### config.mk
export PLATFORM = sky130hd
export DESIGN_NAME = muldiv_seq
export DESIGN_NICKNAME = d
export VERILOG_FILES = /design/src/rtl/muldiv_seq_pkg.sv /design/src/rtl/muldiv_step.sv /design/src/rtl/muldiv_seq.sv
export SDC_FILE = /design/constraint.sdc
export NUM_CORES = 1
export LEC_CHECK = 0
export ABC_AREA = 0
export CORE_ASPECT_RATIO = 1.75
export CORE_MARGIN = 4
export CORE_UTILIZATION = 34
export DETAILED_ROUTE_END_ITERATION = 12
export PLACE_DENSITY = 0.58
export SLEW_MARGIN = 20
export SYNTH_ARGS = -nofsm -noshare
export SYNTH_HDL_FRONTEND = slang
export SYNTH_SLANG_ARGS = --single-unit
### constraint.sdc
create_clock -name clk -period 8.3 [get_ports clk]
set_input_delay 2.49 -clock clk [delete_from_list [all_inputs] [get_ports clk]]
set_output_delay 2.49 -clock clk [all_outputs]
set_load 0.03 [all_outputs]
### src/rtl/muldiv_seq_pkg.sv
// Shared types for the RV32M multiply/divide sequencer: op encoding, FSM states,
// datapath class and the decode-to-execute fields that steer an op here.
package muldiv_seq_pkg;

   // RV32M funct3 encoding
   typedef enum logic [2:0] {
      OP_MUL    = 3'd0,
      OP_MULH   = 3'd1,
      OP_MULHSU = 3'd2,
      OP_MULHU  = 3'd3,
      OP_DIV    = 3'd4,
      OP_DIVU   = 3'd5,
      OP_REM    = 3'd6,
      OP_REMU   = 3'd7
   } muldiv_op_e;

   typedef enum logic [1:0] {
      S_IDLE,
      S_CALC,
      S_SIGN,
      S_DONE
   } muldiv_state_e;

   typedef enum logic {
      CLS_MUL,
      CLS_DIV
   } muldiv_class_e;

   typedef struct packed {
      logic       is_mul_div;
      muldiv_op_e muldiv_op;
   } dec2ex_muldiv_t;

   function automatic muldiv_class_e op_class(input muldiv_op_e op);
      return op[2] ? CLS_DIV : CLS_MUL;
   endfunction

endpackage

### src/rtl/muldiv_step.sv
// One iteration of the shared datapath: shift-add multiply step or restoring
// divide step on a {high, low} 64-bit accumulator.
module muldiv_step
   import muldiv_seq_pkg::*;
#(
   parameter int unsigned XLEN = 32
) (
   input  muldiv_class_e         op_cls,
   input  logic [2*XLEN-1:0]     acc,
   input  logic [XLEN-1:0]       operand,
   output logic [2*XLEN-1:0]     acc_next
);

   logic [XLEN:0] sum;
   logic [XLEN:0] diff;

   always_comb begin
      sum      = {1'b0, acc[2*XLEN-1:XLEN]} + (acc[0] ? {1'b0, operand} : '0);
      // Trial subtract of the divisor from the remainder shifted left by one.
      diff     = acc[2*XLEN-1:XLEN-1] - {1'b0, operand};
      acc_next = '0;
      if (op_cls == CLS_DIV) begin
         if (diff[XLEN])
            acc_next = {acc[2*XLEN-2:0], 1'b0};
         else
            acc_next = {diff[XLEN-1:0], acc[XLEN-2:0], 1'b1};
      end else begin
         acc_next = {sum, acc[XLEN-1:1]};
      end
   end

endmodule

### src/rtl/muldiv_seq.sv
// RV32M multiply/divide sequencer: stalls the pipeline for 32 iterations of the
// shared step datapath, fixes signs, then presents a one-cycle result.
module muldiv_seq
   import muldiv_seq_pkg::*;
#(
   parameter int unsigned XLEN = 32
) (
   input  logic            clk,
   input  logic            rst,
   input  logic            start_i,
   input  logic [2:0]      op_i,
   input  logic [XLEN-1:0] src1_i,
   input  logic [XLEN-1:0] src2_i,
   input  logic [4:0]      destReg_i,
   input  logic            flush_i,
   output logic            busy_o,
   output logic            stall_o,
   output logic            done_o,
   output logic [XLEN-1:0] res_o,
   output logic [4:0]      destReg_o
);

   muldiv_state_e     state, state_next;
   logic [4:0]        count;
   muldiv_op_e        op_q;
   logic [4:0]        dest_q;
   logic              neg_q;
   logic [2*XLEN-1:0] acc, acc_step;
   logic [XLEN-1:0]   operand;
   logic              done_q;
   logic [XLEN-1:0]   res_q;
   logic [4:0]        dest_out_q;

   muldiv_op_e        op_in;
   logic              accept, sign1, sign2, neg_in, div_in;
   logic              div_zero, ovf, special;
   logic [XLEN-1:0]   mag1, mag2, special_res, sign_res;
   logic [2*XLEN-1:0] prod;

   always_comb begin
      op_in       = muldiv_op_e'(op_i);
      div_in      = (op_class(op_in) == CLS_DIV);
      accept      = (state == S_IDLE) && start_i && !flush_i;
      sign1       = src1_i[XLEN-1] && (op_in inside {OP_MULH, OP_MULHSU, OP_DIV, OP_REM});
      sign2       = src2_i[XLEN-1] && (op_in inside {OP_MULH, OP_DIV, OP_REM});
      mag1        = sign1 ? -src1_i : src1_i;
      mag2        = sign2 ? -src2_i : src2_i;
      neg_in      = 1'b0;
      case (op_in)
         OP_MULH, OP_DIV: neg_in = sign1 ^ sign2;
         OP_MULHSU, OP_REM: neg_in = sign1;
         default: neg_in = 1'b0;
      endcase
      div_zero    = div_in && (src2_i == '0);
      ovf         = (op_in inside {OP_DIV, OP_REM}) &&
                    (src1_i == {1'b1, {(XLEN-1){1'b0}}}) && (src2_i == '1);
      special     = div_zero || ovf;
      special_res = '0;
      if (div_zero)
         special_res = (op_in inside {OP_DIV, OP_DIVU}) ? '1 : src1_i;
      else if (ovf)
         special_res = (op_in == OP_DIV) ? src1_i : '0;
   end

   always_comb begin
      prod     = neg_q ? -acc : acc;
      sign_res = '0;
      case (op_q)
         OP_MUL:                     sign_res = prod[XLEN-1:0];
         OP_MULH, OP_MULHSU, OP_MULHU: sign_res = prod[2*XLEN-1:XLEN];
         OP_DIV, OP_DIVU:            sign_res = neg_q ? -acc[XLEN-1:0] : acc[XLEN-1:0];
         default:                    sign_res = neg_q ? -acc[2*XLEN-1:XLEN] : acc[2*XLEN-1:XLEN];
      endcase
   end

   muldiv_step #(.XLEN(XLEN)) u_step (
      .op_cls   (op_class(op_q)),
      .acc      (acc),
      .operand  (operand),
      .acc_next (acc_step)
   );

   always_ff @(posedge clk) begin
      if (rst) state <= S_IDLE;
      else     state <= state_next;
   end

   always_comb begin
      state_next = state;
      if (flush_i) begin
         state_next = S_IDLE;
      end else begin
         case (state)
            S_IDLE: if (start_i) state_next = special ? S_DONE : S_CALC;
            S_CALC: if (count == 5'd31) state_next = S_SIGN;
            S_SIGN: state_next = S_DONE;
            default: state_next = S_IDLE;
         endcase
      end
   end

   // Result registers are loaded only on the transition into DONE and cleared
   // otherwise, so done_o and destReg_o are plain flops with no gating.
   always_ff @(posedge clk) begin
      if (rst) begin
         count      <= '0;
         op_q       <= OP_MUL;
         dest_q     <= '0;
         neg_q      <= 1'b0;
         acc        <= '0;
         operand    <= '0;
         done_q     <= 1'b0;
         res_q      <= '0;
         dest_out_q <= '0;
      end else begin
         done_q     <= 1'b0;
         res_q      <= '0;
         dest_out_q <= '0;
         case (state)
            S_IDLE: begin
               if (accept) begin
                  op_q    <= op_in;
                  dest_q  <= destReg_i;
                  neg_q   <= neg_in;
                  count   <= '0;
                  acc     <= {{XLEN{1'b0}}, (div_in ? mag1 : mag2)};
                  operand <= div_in ? mag2 : mag1;
                  if (special) begin
                     done_q     <= 1'b1;
                     res_q      <= special_res;
                     dest_out_q <= destReg_i;
                  end
               end
            end
            S_CALC: begin
               acc   <= acc_step;
               count <= count + 5'd1;
            end
            S_SIGN: begin
               if (!flush_i) begin
                  done_q     <= 1'b1;
                  res_q      <= sign_res;
                  dest_out_q <= dest_q;
               end
            end
            default: ;
         endcase
      end
   end

   assign busy_o    = (state != S_IDLE);
   assign stall_o   = accept || (state == S_CALC) || (state == S_SIGN);
   assign done_o    = done_q;
   assign res_o     = res_q;
   assign destReg_o = dest_out_q;

endmodule

==> summary.txt <==
Worst setup path
  • Critical Path Sink Type: primary output
  • FF-to-FF setup slack: 3.69 ns
  • CP arrival: 4.06 ns
  • Worst Setup Path Type: in2out
  • Buf+Inv Stages, Crit Path: 2
  • Worst path max stage delay: 0.61 ns
  • CP dominant cell by count: clkdlybuf4s50_1
  • Startpoint type of the worst setup path: input port
  • Top delay family on crit path: buffers and inverters
  • Maximum fanout along the worst path: 6
  • WP data required: 5.81 ns
  • Slowest CP cell: clkdlybuf4s50_1
  • Worst r2r dst: acc[48]
  • Worst path cell trace: clkdlybuf4s50_1 -> nor3_4 -> or3_1 -> clkdlybuf4s50_1
  • Critical path startpoint: flush_i
  • RR Startpoint: acc[31]
  • Register-to-Register Path Depth: 15

STA
  • Final setup viols: 0
  • Fmax: 153 MHz
  • Final worst path period share: 0.790
  • Final Max Tran Viols: 0
  • Worst Max-Slew Pin Slew: 1.07 ns
  • Max-slew headroom: 0.285
  • Worst Skew: 0.0122 ns
  • Min Tclk post-route: 6.55 ns
  • RSZ-0062 raised after global routing: false
  • Final Hold Viols: 0
  • Setup TNS: 0 ns

Clocking
  • CTS Buf Count: 17
  • Root buffer cell: clkbuf_16
  • Post-CTS Hold Buffers: 0
  • CTS tree: yes
  • Worst skew pair latency: 0.46 ns
  • Worst-path clk slew: 0.07 ns
  • Sink Count: 150
  • Post-CTS setup buffer count: 0
  • Post_cts resized: 0
  • Maximum clock path buffer count: 2
  • H-tree levels: 4

GRT
  • Vias in the first global route: 14900
  • Grt total ovfl: 0
  • First-pass GRT wire length: 86000 µm
  • Initial antenna violation count: 0
  • Largest net degree at the start of global routing: 86
  • Total track usage: 0.237

Finish
  • Ant diodes: 0
  • Layout area overhead: 14.2%
  • Final nets: 2177
  • Share of layout cells above drive strength 1: 0.0589
  • Final Util: 0.392

Power and ir drop
  • Clock group share of total power: 0.375
  • Pwr per Cell Area: 136 nW/µm²
  • Switching Fraction: 0.348
  • Int Power: 0.00148 W
  • Comb power frac: 0.277
  • Max IR drop VDD: 156 µV
  • Tot Pwr: 0.00226 W
  • P_sw: 0.000788 W
  • P_leak: 6.19 nW
  • Reg power frac: 0.348

Status
  • Outcome: complete, no violations

Synth
  • Yosys warns: 0
  • Post-synth EDFFs: 0
  • Mapped Avg Cell Area: 7.23 µm²
  • Syn Nets: 2174
  • Post-Syn Instances: 2021
  • Number of synthesized register bits: 150
  • Yosys cell types: 84
  • Post-synth top flop: dfxtp_1
  • Post-synth ARST share: 0
  • Register area share after synthesis: 0.206
  • Post-Syn Area: 14600 µm²

Route
  • DRC: 0
  • Initial DRC count: 1248
  • DRT Pass-1 Iters: 6
  • Final wirelength: 56200 µm
  • Vias: 15300
  • Via/cell ratio: 5.89
  • WL per Instance: 21.6 µm
  • DRT antenna net count: 0

Flow run
  • MaxCap Viol Count: 0

Min path
  • Hold Crit Endpoint: dest_q[0]
  • Hold Path Stages: 2
  • Hold wc startpoint: dest_q[0]
  • Hold crit path type: reg2reg

Die
  • Core Region: 42500 µm²
  • Die ar.: 46500 µm²
  • # IOs: 116
  • Die Wd: 165 µm
  • Starting Density: 0.343
  • FP Rows: 100
  • Die Ht: 282 µm

Placement
  • Port bufs: 115
  • RePlAce Congestion: 0.974
  • DP Wirelength: 43900 µm
## Yosys cell counts (24+ instances only)
| master | number | share of area |
|---|---|---|
| o21ai_0 | 157 | 0.054 |
| a211oi_1 | 54 | 0.028 |
| clkbuf_1 | 135 | 0.035 |
| nand2_1 | 196 | 0.050 |
| ha_1 | 75 | 0.064 |
| dfxtp_1 | 150 | 0.21 |
| o31ai_1 | 33 | 0.017 |
| a21oi_1 | 148 | 0.051 |
| xnor2_1 | 89 | 0.053 |
| nand3_1 | 37 | 0.013 |
| nor2_1 | 225 | 0.058 |
| nor3_1 | 65 | 0.022 |
| a21o_1 | 29 | 0.015 |
| mux2i_1 | 62 | 0.042 |
| xor2_1 | 93 | 0.056 |
| mux2_2 | 24 | 0.018 |
| nand4_1 | 25 | 0.011 |
| inv_1 | 60 | 0.015 |
## layout by cell type, fill, tap and decap left out, drive strengths merged, types with 10 or more instances in the layout
master,n
nor2,225
nand2,196
o21ai,167
dfxtp,150
a21oi,149
clkdlybuf4s50,113
xor2,93
xnor2,89
ha,75
nor3,68
inv,64
mux2i,62
a211oi,54
nand3,39
o31ai,33
a21o,29
nand4,25
nor4,25
buf,25
mux2,24
a22oi,22
a31oi,22
or3,22
nand2b,20
o211ai,19
o41ai,19
clkbuf,18
or4,16
and3,15
nor2b,15
a221oi,12
a21boi,10
## sequential cells by signal, indices dropped and copies added, names as in the netlist
name	cells
operand	32
op_q	3
dest_q	5
destReg_o	5
count	5
done_o	1
res_o	32
neg_q	1
acc	64
state	2
## metrics by stage
stage / std cells / worst slack (ns) / instance area [µm²] / hold slack, ns
6_report: 2598 / 1.75 / 16700 / 0.455
5_1_grt: 2598 / 1.69 / 16700 / 0.474
4_1_cts: 2598 / 1.74 / 16700 / 0.455
3_5_place_dp: 2566 / 1.75 / 16100 / 0.446
3_3_place_gp: 2566 / 1.77 / 16100 / 0.441
2_1_floorplan: 2021 / 2.21 / 14600 / 0.432
## routing by layer
layer | global-route usage | routed length, µm | vias up
li1 | - | - | 7365
met1 | 0.257 | 21200 | 7260
met2 | 0.438 | 29100 | 513
met3 | 0.0226 | 2140 | 165
met4 | 0.143 | 3750 | 0
met5 | 0 | 0 | -
## worst register-to-register path, stage by stage (launching register included)
cell and delay [ns]:
dfxtp_1 0.41, inv_1 0.24, ha_1 0.29, inv_1 0.08
fa_1 0.43, a211oi_1 0.34, o211ai_1 0.17, a21oi_1 0.47
o21ai_0 0.20, buf_4 0.20, a31oi_1 0.26, xnor2_2 0.14
buf_4 0.55, mux2_2 0.46, a22oi_1 0.14, o21ai_0 0.10
## worst max path at each step
stage / end / cells after the start
final: stall_o / 4
after global routing: stall_o / 4
after CTS: stall_o / 4
after detailed placement: stall_o / 4
after global placement: stall_o / 4
after floorplan: stall_o / 4
## final cells by class
class	instances	area, µm²
clock buffers	18	439
repair buffers	138	1310
clock inverters	14	174
multi-input cells	1657	10800
flip-flops and latches	150	3010
well taps	561	702
inverters	60	225
fillers	4552	25900
## cell families (layout without fill, tap and decap cells)
family                   count (synthesis)  after routing  synth area share
buffers and inverters                  214            230            0.0572
XOR/XNOR                               182            182             0.109
flip-flops                             150            150             0.206
AO/OA/AOI/OAI                          614            614             0.272
adder cells (fa/ha/maj)                 77             77            0.0670
multiplexers                            86             86            0.0610
AND/OR/NAND/NOR                        698            698             0.228
## power groups by stage
| stage | combinational (W) | sequential [W] | clock [W] |
|---|---|---|---|
| after floorplan | 0.000436 | 0.000784 | 0 |
| after global placement | 0.000615 | 0.000803 | 0 |
| after detailed placement | 0.000621 | 0.000804 | 0 |
| after CTS | 0.000624 | 0.000788 | 0.000851 |
| after global routing | 0.000687 | 0.000793 | 0.000874 |
| final | 0.000627 | 0.000789 | 0.000849 |
No activity file was read; power rests on OpenSTA's default activity.
